[config.mk]
export PLATFORM = sky130hd
export DESIGN_NAME = ikbd_matrix_scan
export DESIGN_NICKNAME = d
export VERILOG_FILES = /design/src/rtl/ikbd_pkg.sv /design/src/rtl/ikbd_evt_fifo.sv /design/src/rtl/ikbd_matrix_scan.sv
export SDC_FILE = /design/constraint.sdc
export NUM_CORES = 1
export LEC_CHECK = 0
export ABC_AREA = 1
export CAP_MARGIN = 10
export CORE_ASPECT_RATIO = 1.4
export CORE_MARGIN = 3
export CORE_UTILIZATION = 60
export DETAILED_ROUTE_END_ITERATION = 6
export PLACE_DENSITY_LB_ADDON = 0.25
export SKIP_CTS_REPAIR_TIMING = 1
export SYNTH_ARGS = -nofsm -noshare
export SYNTH_HDL_FRONTEND = slang
export SYNTH_SLANG_ARGS = --single-unit
[constraint.sdc]
create_clock -name clk -period 40.5 [get_ports clk]
set_clock_uncertainty 0.15 [all_clocks]
set_input_delay 10.125 -clock clk [delete_from_list [all_inputs] [get_ports clk]]
set_output_delay 10.125 -clock clk [all_outputs]
set_load 0.005 [all_outputs]
[src/rtl/ikbd_pkg.sv]
// Shared types and helpers for the IKBD keyboard-matrix scanner.
package ikbd_pkg;

    localparam int unsigned IKBD_BREAK_BIT = 7;

    typedef enum logic [2:0] {
        IDLE,
        DRIVE,
        SAMPLE,
        COMPARE,
        NEXT
    } scan_state_t;

    typedef struct packed {
        logic       brk;
        logic [6:0] idx;
    } ikbd_event_t;

    function automatic int unsigned clog2(input int unsigned v);
        int unsigned r;
        r = 0;
        for (int unsigned i = 0; i < 32; i++) begin
            if ((64'd1 << i) < 64'(v)) r = i + 1;
        end
        return r;
    endfunction

endpackage

[src/rtl/ikbd_evt_fifo.sv]
// Synchronous first-word-fall-through event FIFO, 8 bits wide, with occupancy output.
module ikbd_evt_fifo
    import ikbd_pkg::*;
#(
    parameter int unsigned DEPTH = 8
) (
    input  logic                  clk,
    input  logic                  rst,
    input  logic                  push_i,
    input  logic [7:0]            data_i,
    input  logic                  pop_i,
    output logic                  full_o,
    output logic                  empty_o,
    output logic [7:0]            data_o,
    output logic [clog2(DEPTH):0] level_o
);
    localparam int unsigned AW = clog2(DEPTH);
    localparam logic [AW:0] LVL_PRE_FULL = (AW + 1)'(DEPTH - 1);

    logic [7:0]    mem_q [DEPTH];
    logic [AW-1:0] wr_q;
    logic [AW-1:0] rd_q;
    logic [AW:0]   level_q;
    logic          full_q;
    logic          do_push;
    logic          do_pop;

    // Push is gated by the registered full flag, so a same-cycle pop never frees a slot early.
    assign do_push = push_i && !full_q;
    assign do_pop  = pop_i && (level_q != '0);

    always_ff @(posedge clk or posedge rst) begin
        if (rst) begin
            for (int unsigned i = 0; i < DEPTH; i++) mem_q[i] <= '0;
            wr_q    <= '0;
            rd_q    <= '0;
            level_q <= '0;
            full_q  <= 1'b0;
        end else begin
            if (do_push) begin
                mem_q[wr_q] <= data_i;
                wr_q        <= wr_q + AW'(1);
            end
            if (do_pop) rd_q <= rd_q + AW'(1);
            case ({do_push, do_pop})
                2'b10: begin
                    level_q <= level_q + (AW + 1)'(1);
                    full_q  <= (level_q == LVL_PRE_FULL);
                end
                2'b01: begin
                    level_q <= level_q - (AW + 1)'(1);
                    full_q  <= 1'b0;
                end
                default: ;
            endcase
        end
    end

    assign full_o  = full_q;
    assign empty_o = (level_q == '0);
    assign data_o  = mem_q[rd_q];
    assign level_o = level_q;

endmodule

[src/rtl/ikbd_matrix_scan.sv]
// Keyboard-matrix scanner: drives columns one-cold, debounces each key and
// queues IKBD make/break codes into an event FIFO.
module ikbd_matrix_scan
    import ikbd_pkg::*;
#(
    parameter int unsigned ROWS       = 8,
    parameter int unsigned COLS       = 15,
    parameter int unsigned SETTLE     = 3,
    parameter int unsigned DEBOUNCE   = 3,
    parameter int unsigned SCAN_GAP   = 16,
    parameter int unsigned FIFO_DEPTH = 8
) (
    input  logic                       clk,
    input  logic                       res,
    input  logic                       en,
    output logic [COLS-1:0]            col_o,
    input  logic [ROWS-1:0]            row_i,
    output logic                       ev_valid,
    input  logic                       ev_ready,
    output logic [7:0]                 ev_code,
    output logic [clog2(FIFO_DEPTH):0] fifo_level,
    output logic                       busy
);
    localparam int unsigned KEYS = ROWS * COLS;
    localparam int unsigned CW   = (COLS > 1) ? clog2(COLS) : 1;
    localparam int unsigned RW   = (ROWS > 1) ? clog2(ROWS) : 1;
    localparam int unsigned SW   = clog2(SETTLE + 1);
    localparam int unsigned DW   = clog2(DEBOUNCE + 1);
    localparam int unsigned GW   = clog2(SCAN_GAP + 1);

    localparam logic [CW-1:0] COL_LAST    = CW'(COLS - 1);
    localparam logic [RW-1:0] ROW_LAST    = RW'(ROWS - 1);
    localparam logic [SW-1:0] SETTLE_LAST = SW'(SETTLE - 1);
    localparam logic [DW-1:0] DB_LAST     = DW'(DEBOUNCE - 1);
    localparam logic [GW-1:0] GAP_INIT    = GW'(SCAN_GAP);

    scan_state_t     state_q;
    logic [CW-1:0]   col_q;
    logic [RW-1:0]   row_q;
    logic [SW-1:0]   settle_q;
    logic [GW-1:0]   gap_q;
    logic [ROWS-1:0] snap_q;
    logic [ROWS-1:0] row_m_q;
    logic [ROWS-1:0] row_s_q;
    logic [KEYS-1:0] stable_q;
    logic [DW-1:0]   cnt_q [KEYS];
    logic [COLS-1:0] col_o_q;
    logic            busy_q;

    logic [CW-1:0]   col_d;
    logic [6:0]      key_idx;
    logic            key_now;
    logic            key_stable;
    logic            flip_due;
    logic            push;
    logic            fifo_full;
    logic            fifo_empty;
    ikbd_event_t     ev;

    assign col_d      = col_q + CW'(1);
    assign key_idx    = 7'(32'(col_q) * ROWS + 32'(row_q));
    assign key_now    = snap_q[row_q];
    assign key_stable = stable_q[key_idx];
    assign flip_due   = (key_now != key_stable) && (cnt_q[key_idx] >= DB_LAST);
    assign push       = (state_q == COMPARE) && flip_due && !fifo_full;

    always_comb begin
        ev     = '0;
        ev.brk = ~key_now;
        ev.idx = key_idx;
    end

    always_ff @(posedge clk or posedge res) begin
        if (res) begin
            state_q  <= IDLE;
            col_q    <= '0;
            row_q    <= '0;
            settle_q <= '0;
            gap_q    <= '0;
            snap_q   <= '0;
            row_m_q  <= '1;
            row_s_q  <= '1;
            stable_q <= '0;
            for (int unsigned i = 0; i < KEYS; i++) cnt_q[i] <= '0;
            col_o_q  <= '1;
            busy_q   <= 1'b0;
        end else begin
            row_m_q <= row_i;
            row_s_q <= row_m_q;
            case (state_q)
                IDLE: begin
                    if (en && (gap_q == '0)) begin
                        col_q    <= '0;
                        settle_q <= '0;
                        col_o_q  <= ~COLS'(1);
                        busy_q   <= 1'b1;
                        state_q  <= DRIVE;
                    end else if (gap_q != '0) begin
                        gap_q <= gap_q - GW'(1);
                    end
                end
                DRIVE: begin
                    if (settle_q == SETTLE_LAST) state_q <= SAMPLE;
                    else settle_q <= settle_q + SW'(1);
                end
                SAMPLE: begin
                    snap_q  <= ~row_s_q;
                    row_q   <= '0;
                    state_q <= COMPARE;
                end
                COMPARE: begin
                    // A flip that cannot be queued freezes the whole scan until the FIFO drains.
                    if (!(flip_due && fifo_full)) begin
                        if (key_now == key_stable) begin
                            cnt_q[key_idx] <= '0;
                        end else if (flip_due) begin
                            stable_q[key_idx] <= key_now;
                            cnt_q[key_idx]    <= '0;
                        end else begin
                            cnt_q[key_idx] <= cnt_q[key_idx] + DW'(1);
                        end
                        if (row_q == ROW_LAST) begin
                            col_o_q <= '1;
                            state_q <= NEXT;
                        end else begin
                            row_q <= row_q + RW'(1);
                        end
                    end
                end
                NEXT: begin
                    if (col_q == COL_LAST) begin
                        gap_q   <= GAP_INIT;
                        busy_q  <= 1'b0;
                        state_q <= IDLE;
                    end else begin
                        col_q    <= col_d;
                        settle_q <= '0;
                        col_o_q  <= ~(COLS'(1) << col_d);
                        state_q  <= DRIVE;
                    end
                end
                default: state_q <= IDLE;
            endcase
        end
    end

    ikbd_evt_fifo #(
        .DEPTH(FIFO_DEPTH)
    ) u_fifo (
        .clk    (clk),
        .rst    (res),
        .push_i (push),
        .data_i (ev),
        .pop_i  (ev_ready),
        .full_o (fifo_full),
        .empty_o(fifo_empty),
        .data_o (ev_code),
        .level_o(fifo_level)
    );

    assign col_o    = col_o_q;
    assign busy     = busy_q;
    assign ev_valid = !fifo_empty;

endmodule
# --- Word level (Yosys, flattened, before mapping) ---
# Index checks and enable logic that the tools add are counted.
totals:
  register_bits: 492
  input_bits: 12
  output_inout_bits: 29
  word_cells: 277
op_classes:
  addsub: 10
  magnitude_cmp: 9
  eq_ne: 22
  n_shift: 1
  n_mux: 51
  n_bitwise: 10
  reduce_logical: 31
ops:
  columns: ["cell", "count"]
  rows:
  - ["240-bit 2-to-1 mux", 2]
  - ["240-bit bitwise AND", 1]
  - ["240-bit bitwise mux", 1]
  - ["240-bit inverter", 1]
  - ["120-bit bitwise mux", 1]
  - ["64-bit bitwise mux", 1]
  - ["15-bit 2-to-1 mux", 4]
  - ["15-bit case mux with 3 select lines", 1]
  - ["8-bit binary-select mux with 3-bit select", 1]
  - ["8-bit demux with 3-bit select", 1]
  - ["8-bit 2-to-1 mux", 3]
  - ["3-bit 2-to-1 mux", 6]
  - ["2-bit inequality test (second input constant)", 9]
  - ["4-bit case mux with 2 select lines", 2]
  - ["4-bit AND reduction", 4]
  - ["5-bit 2-to-1 mux", 3]
  - ["15-bit inverter", 1]
  - ["3-bit case mux with 5 select lines", 1]
  - ["1-bit by 4-bit << shifter with 15-bit output (first input constant)", 1]
  - ["2-bit binary-select mux with 7-bit select", 1]
  - ["2-bit demux with 7-bit select", 1]
  - ["2-bit 2-to-1 mux", 6]
  - ["1-bit logical AND", 10]
  - ["5-bit case mux with 2 select lines", 1]
  - ["other kinds (47)", 71]

# --- Longest topological paths before layout ---
# Gate-level depths: netlist (run 1).
logic_depth:
  word_depth: 12
  ltp_mapped: 28
  ltp_nobuf: 24

# --- Modules after synthesis ---
# A second synthesis (run 1) with hierarchy kept.
hier_totals:
  cells_unflattened: 4421
  hier_area_um2: 29198.0
by_module_without_submodules:
  columns: ["module", "instances", "cells_each", "area_each_um2", "seq_area_each_um2"]
  rows:
  - ["ikbd_matrix_scan", 1, 3937, 25399.4, 10473.8]
  - ["ikbd_evt_fifo", 1, 484, 3798.6, 1876.8]

# --- Worst setup path before layout (run 1) ---
# No wires, ideal clock.
synth_timing:
  path_kind: "input to register"
  from: "in ev_ready"
  to: "reg u_fifo.level_q[3], in the netlist u_fifo.level_o[3]"
  setup_time_ps: 79
  arrival_time_ps: 11370
  required_time_ps: 40271
  setup_slack_ps: 28901
  path_stages: 9
  n_path_buf: 0
  path_cell_list: "nand2_1 -> inv_1 -> ha_1 -> nand2_1 -> inv_1 -> nor4_1 -> a31oi_1 -> a211oi_1 -> xor2_1"
synth_between:
  elab_chain_len: 3
  word_cells_on_any_way: 5
  cone_classes: "eq/ne (2); mux (1); reduce/logical (2)"
synth_lines:
  columns: ["element", "line_no", "source"]
  rows:
  - ["start, declared", "ikbd_matrix_scan.sv:19", "input logic ev_ready,"]
  - ["1-bit logical AND *", "ikbd_evt_fifo.sv:30", "assign do_pop = pop_i && (level_q != '0);"]
  - ["named net u_fifo.do_pop", "ikbd_evt_fifo.sv:26", "logic do_pop;"]
  - ["2-bit by 1-bit equality test with 1-bit output or 2-bit equality test (tied branches)", "ikbd_evt_fifo.sv:45", "case ({do_push, do_pop})"]
  - ["4-bit case mux with 2 select lines or 2-bit nonzero test (tied branches)", null, null]
  - ["end signal, assigned", "ikbd_evt_fifo.sv:47", "level_q <= level_q + (AW + 1)'(1);"]
  - ["end signal, assigned", "ikbd_evt_fifo.sv:51", "level_q <= level_q - (AW + 1)'(1);"]
  - ["end, declared", "ikbd_evt_fifo.sv:23", "logic [AW:0] level_q;"]
# The timed path passes the listed nets; every way through them passes the cells marked *.
# A chain may end at the register's enable or synchronous reset.

==> metrics.md, run 1 <==
| Metric | Value |
|---|---|
| Outcome | finished, violations left |
| Violated checks | design-rule violations |
| Starting DRT DRC Count | 2554 |
| P&R area growth vs syn | 7.72% |
| Crit-path cells | clkdlybuf4s50_1 > inv_8 > buf_4 > buf_4 > buf_4 |
| Relative slew slack | 0.165 |
| Via count | 26057 |
| DP HPWL | 46400 um |
| Post-synth top area share | 0.420 |
| YS warnings | 0 |
| Inst Count DP | 4430 |
| Avg Cell Area, Syn | 6.89 um^2 |
| DIE HEIGHT | 259 um |
| Vias in the first global route | 24749 |
| Synthesized area | 0.0274 mm^2 |
| Diodes inserted | 0 |
| WHS Path Cells | 0 |
| Pin count of the biggest net entering global routing | 275 |
| Fin crit share | 0.332 |
| NumNets Final | 3897 |
| Critical path required time | 40.89 ns |
| CTS Buf Count | 48 |
| Initial antenna violation count | 0 |
| Crit path buf inv count | 5 |
| CTS tree | yes |
| Synth area leaders | dfrtp_1 (42%), nand2_1 (20%), inv_1 (6.5%), nand3_1 (6.2%), o21ai_0 (6.1%) |
| Leading cell type in the layout, fill and taps excluded | nand2_1 |
| Top cell by count, worst path | buf_4 |
| GRT overflow | 0 |
| PnR worst setup slack | 27.04 ns |
| Netlist cell types | 40 |
| Minimum clock period | 13.46 ns |
| Tot GR Track Use | 0.333 |
| Flop and latch count out of synthesis | 492 |
| Row cnt | 92 |
| Layout cells sized above 1 | 0.0448 |
| Total power | 0.00190 W |
| Number of enable flip-flop cells after synthesis | 0 |
| Crit path max fanout | 107 |
| Final GP Congestion | 0.861 |
| Async SR Flop Fraction | 1.00 |
| RSZ-0062 raised after global routing | false |
| Setup violations, final | 0 |
| DIE AREA | 0.0484 mm^2 |
| Routed Antenna Nets | 0 |
| DR WL/cell | 17.8 um |
| CP Class | in2async |
| Pre-CTS setup slack | 26.32 ns |
| CP max stage cell | buf_4 |
| Power Density | 64.2 mW/mm^2 |
| Max_cap viols | 0 |
| R2R cell count | 21 |
| Share of the yosys chip area belonging to registers | 0.450 |
| Clock sinks | 492 |
| Most used flip-flop cell after synthesis | dfrtp_1 |
| Setup TNS | 0 ns |
| DR DRC count | 1 |
| Initial core utilization | 0.608 |
| CTS root buf | clkbuf_16 |
| Vias per cell | 5.77 |
| Top delay family on crit path | buffers and inverters |
| CTS max path bufs | 3 |
| Global-route wire length before repair | 131000 um |
| Leakage | 14.8 nW |
| Most frequent cells in the layout | nand2_1 (1437), inv_1 (473), dfrtp_1 (458) |
| Core Area | 0.0451 mm^2 |
| Peak supply drop | 109 uV |
| Cell taking the most area after synthesis | dfrtp_1 |
| Tightest Hold Check Type | reg2reg |
| Buffers on Ports | 40 |
| Non-Filler Instances | 4518 |
| CP Launch Type | input port |
| Slew Limit Fails | 0 |
| Drt total wl | 80600 um |
| FMAX | 74.3 MHz |
| Cell count along the critical path | 5 |
| I/O Pins | 41 |
| Final hold violation count | 0 |
| Reg clk slew, reported paths | 0.06 ns |
| Arrival @ worst endpoint | 13.85 ns |
| H-tree Lvls | 2 |
| DIE WIDTH | 187 um |
| DR pass1 iterations | 7 |
| Worst-margin pin slew | 1.25 ns |
| Cells after synthesis | 3986 |
| Syn nets | 4014 |
| Crit-path max cell delay | 0.86 ns |
| Element type at the critical path end | async pin |
| Clk_lat worst skew | 0.57 ns |
-- path summary, 6_finish.rpt --
kind | start | endpoint | slack [ns]
max | res | cnt_q[177] | 27.04
max reg2reg | row_q[2] | u_fifo.level_o[3] | 33.65
max in group clk | u_fifo.rd_q[1] | ev_code[3] | 27.19
min reg2reg | row_m_q[1] | row_s_q[1] | 0.20
min | row_m_q[1] | row_s_q[1] | 0.20
min in group asynchronous | res | cnt_q[42] | 9.93
-- per-layer routing --
layer / global-route usage / share of wire / vias to the layer above / wire length [um]
met2: 0.550 / 0.47 / 1199 / 37900
met1: 0.426 / 0.39 / 12191 / 31100
met3: 0.0504 / 0.089 / 276 / 7160
met4: 0.176 / 0.056 / 0 / 4500
met5: 0 / 0 / - / 0
li1: - / - / 12391 / -
-- area by class of cell --
type                    instances  area (um^2)
clock inverters                10          153
fillers                      4073        15600
well taps                     611          764
clock buffers                  78         1490
repair buffers                 87          803
flip-flops and latches        492        12400
inverters                     479         1810
multi-input cells            2761        12200
-- cells in the mapped netlist (2+ instances only) --
cell / n
o22ai_1: 11
clkinv_1: 2
buf_1: 60
nor3_1: 4
nand4_1: 221
ha_1: 16
o21ai_1: 48
xnor2_1: 2
or2_1: 2
or2_0: 2
o21ai_0: 335
buf_6: 6
dfstp_2: 31
nor4_1: 2
nand2_1: 1438
xor2_1: 5
inv_2: 2
a31oi_1: 9
buf_2: 81
nand2_2: 4
a21oi_1: 9
nand3_1: 339
nor2_2: 4
buf_4: 8
inv_1: 474
nor2_1: 297
o31ai_1: 3
dfrtp_1: 461
clkbuf_1: 99
-- logic make-up after synthesis --
| kind of cell | after synthesis | synth area share |
|---|---|---|
| adders and majority gates | 16 | 0.00729 |
| buffers and inverters | 733 | 0.107 |
| DFF | 492 | 0.450 |
| xor gates and xnor gates | 7 | 0.00223 |
| and+or+nand+nor | 2317 | 0.355 |
| AOI/OAI and AO/OA | 421 | 0.0786 |
-- flip-flops by register name, indices dropped and copies added, names as in the netlist --
name,flops
u_fifo.rd_q,3
snap_q,8
state_q,3
stable_q,120
u_fifo.mem_q,64
gap_q,5
col_o,15
busy,1
cnt_q,240
row_m_q,8
row_s_q,8
u_fifo.full_o,1
row_q,3
u_fifo.wr_q,3
u_fifo.level_o,4
col_q,4
settle_q,2
-- metrics by stage --
step	hold slack, ns	area [um^2]	utilization
after floorplan	0.195	27400	-
after global placement	0.196	27900	0.619
after detailed placement	0.197	27900	0.619
after CTS	0.207	29600	0.655
after global routing	0.211	29600	0.655
final	0.203	29600	0.655
-- power breakdown --
part,internal [W],switching [W]
sequential,0.000581,0.0000460
clock,0.000275,0.000194
combinational,0.000195,0.000606
total,0.00105,0.000846
Power figures use the tool's default switching activity.
==> run 2: changes to the inputs <==
- CORE_UTILIZATION: 60 -> 57
- clock period: 40.5 -> 11.2 ns (I/O delays scaled with it)
==> run 2 against run 1 <==
Net effect: core utilization decreased by 3.1 points; largest power group unchanged; register-to-register slack got worse by 29 ns; critical path depth increased by 8; sequential power increased to 3.7 times the previous value; largest cell class unchanged; highest routed layer unchanged; the run still ends with design-rule violations left; non-clock buffer count decreased by 2; sequential share of layout area about the same.
==> metrics.md, run 2 (synthesis gave the netlist of run 1 again) <==
| Metric | Value |
|---|---|
| Most frequent cells in the layout | nand2_1 (1437), inv_1 (473), dfrtp_1 (458) (unchanged) |
| Pin count of the biggest net entering global routing | 215 (was 275) |
| DR pass1 iterations | 7 (unchanged) |
| Starting DRT DRC Count | 2858 (was 2554) |
| DP HPWL | 48400 um (was 46400 um) |
| CP max stage cell | buf_4 (unchanged) |
| Buffers on Ports | 40 (unchanged) |
| I/O Pins | 41 (unchanged) |
| Core Area | 0.0473 mm^2 (was 0.0451 mm^2) |
| CTS tree | yes (unchanged) |
| Clk_lat worst skew | 0.59 ns (was 0.57 ns) |
| Routed Antenna Nets | 0 (unchanged) |
| Hold Slack | 0.204 ns (was 0.203 ns) |
| Top delay family on crit path | simple AND/OR/NAND/NOR gates (was buffers and inverters) |
| Via count | 26178 (was 26057) |
| Vias per cell | 5.78 (was 5.77) |
| Final GP Congestion | 0.894 (was 0.861) |
| Outcome | finished, violations left (unchanged) |
| Row cnt | 94 (was 92) |
| Worst-margin pin slew | 1.21 ns (was 1.25 ns) |
| CTS root buf | clkbuf_16 (unchanged) |
| Minimum clock period | 6.93 ns |
| Initial antenna violation count | 0 (unchanged) |
| Fillers | 4389 (was 4073) |
| Largest register FFs | 240 (unchanged) |
| DR DRC count | 4 (was 1) |
| DP Area | 0.0279 mm^2 (about the same) |
| Peak supply drop | 303 uV (was 109 uV) |
| Diodes inserted | 0 (unchanged) |
| Final core occ | 0.625 (was 0.655) |
| Tot GR Track Use | 0.328 (was 0.333) |
| Total power | 0.00684 W (was 0.00190 W) |
| Crit path buf inv count | 3 (was 5) |
| Global-route wire length before repair | 134000 um (was 131000 um) |
| Relative slew slack | 0.194 (was 0.165) |
| Reg clk slew, reported paths | 0.06 ns (about the same) |
| P&R area growth vs syn | 7.61% (was 7.72%) |
| RSZ-0062 raised after global routing | false (unchanged) |
| Violated checks | design-rule violations (unchanged) |
| Area of the multi-input gates | 0.0122 mm^2 (about the same) |
| FMAX | 144 MHz |
| Top cell by count, worst path | buf_4 (unchanged) |
| CP Launch Type | flip-flop (was input port) |
| DIE AREA | 0.0509 mm^2 (was 0.0484 mm^2) |
| Initial core utilization | 0.580 (was 0.608) |
| Clock sinks | 492 (unchanged) |
| CTS Buf Count | 49 (was 48) |
| GRT overflow | 0 (unchanged) |
| Layout cells sized above 1 | 0.0438 (was 0.0448) |
| Drt total wl | 83100 um (was 80600 um) |
| Arrival @ worst endpoint | 7.19 ns (was 13.85 ns) |
| DIE HEIGHT | 266 um (was 259 um) |
| Post-Layout Inst Area | 0.0295 mm^2 (was 0.0296 mm^2) |
| FF/Latch Area | 0.0124 mm^2 (unchanged) |
| Crit path max fanout | 92 (was 107) |
| Leading cell type in the layout, fill and taps excluded | nand2_1 (unchanged) |
| H-tree Lvls | 2 (unchanged) |
| Crit-path max cell delay | 1.03 ns (was 0.86 ns) |
| Setup violations, final | 0 (unchanged) |
| Critical path required time | 11.46 ns (was 40.89 ns) |
| Tightest Hold Check Type | reg2reg (unchanged) |
| Leakage | 14.7 nW (was 14.8 nW) |
| Max_cap viols | 0 (unchanged) |
| CTS max path bufs | 3 (unchanged) |
| Slew Limit Fails | 0 (unchanged) |
| Power Density | 231 mW/mm^2 (was 64.2 mW/mm^2) |
| Final hold violation count | 0 (unchanged) |
| Setup TNS | 0 ns (unchanged) |
| CP Class | reg2reg (was in2async) |
| NumNets Final | 3896 (was 3897) |
| Largest regs | cnt_q x240, stable_q x120, u_fifo.mem_q x64 (unchanged) |
| Crit-path cells | buf_4 > nor2_2 > nand2_2 > o22a_1 > nand4_1 > nand2_4 > nand2_2 > nor3_4 > buf_4 > buf_4 > nand2_1 > nand2_1 > o21ai_0 (was clkdlybuf4s50_1 > inv_8 > buf_4 > buf_4 > buf_4) |
| DIE WIDTH | 191 um (was 187 um) |
| Element type at the critical path end | flip-flop (was async pin) |
| DR WL/cell | 18.3 um (was 17.8 um) |
| Largest Register | cnt_q (unchanged) |
| Fin crit share | 0.619 |
| Vias in the first global route | 25078 (was 24749) |
[run 2: cell count changes in the layout (fill, tap and decap cells not counted)]
cell and change:
clkbuf_1 +2, clkbuf_16 +2, nor2_4 +1, clkbuf_8 -1, buf_4 -3, inv_6 +1, inv_8 -1, buf_12 +1
bufinv_16 -3, nor2_2 -1
[run 2: worst register-to-register path: cells and delay by family, from the launching register on]
kind	cells	cell delay (ns)
compound gates	2	0.31
simple gates	8	3.30
flops	1	0.86
buf+inv	3	2.14
[run 2: routing by layer]
layer  vias up  global-route usage  share of wire
met5         -                   0              0
met4         0               0.179          0.057
met3       313              0.0472          0.084
met2      1271               0.536           0.47
met1     12204               0.421           0.39
li1      12390                   -              -
[run 2: report_power, final]
| part | switching, W | internal (W) | total, W | leakage, nW |
|---|---|---|---|---|
| clock network | 0.000710 | 0.000949 | 0.00166 | 0.786 |
| logic | 0.00219 | 0.000697 | 0.00288 | 7.67 |
| registers | 0.000192 | 0.00210 | 0.00229 | 6.28 |
| total | 0.00309 | 0.00375 | 0.00684 | 14.7 |
[run 2: stage by stage]
step	worst slack, ns	instances
2_1_floorplan	1.60	3986
6_report	4.27	4529
4_1_cts	4.52	4529
3_5_place_dp	4.59	4441
5_1_grt	4.09	4529
3_3_place_gp	4.74	4441
[run 2: final cells by class]
cell class              instances  area share
flip-flops and latches        492       0.418
multi-input cells            2761       0.413
inverters                     479      0.0612
clock buffers                  81      0.0518
repair buffers                 85      0.0271
well taps                     624      0.0264
clock inverters                 7     0.00216
[run 2: final timing paths]
path | from | endpoint | slack (ns) | depth (start not counted)
setup / recovery | row_q[1] | stable_q[59] | 4.27 | 13
hold / removal | row_m_q[6] | row_s_q[6] | 0.20 | 0
setup reg to reg | row_q[1] | stable_q[59] | 4.27 | 13
hold reg to reg | row_m_q[6] | row_s_q[6] | 0.20 | 0
max in group asynchronous | res | snap_q[1] | 6.35 | 4
min in group asynchronous | res | u_fifo.full_o | 2.42 | 2
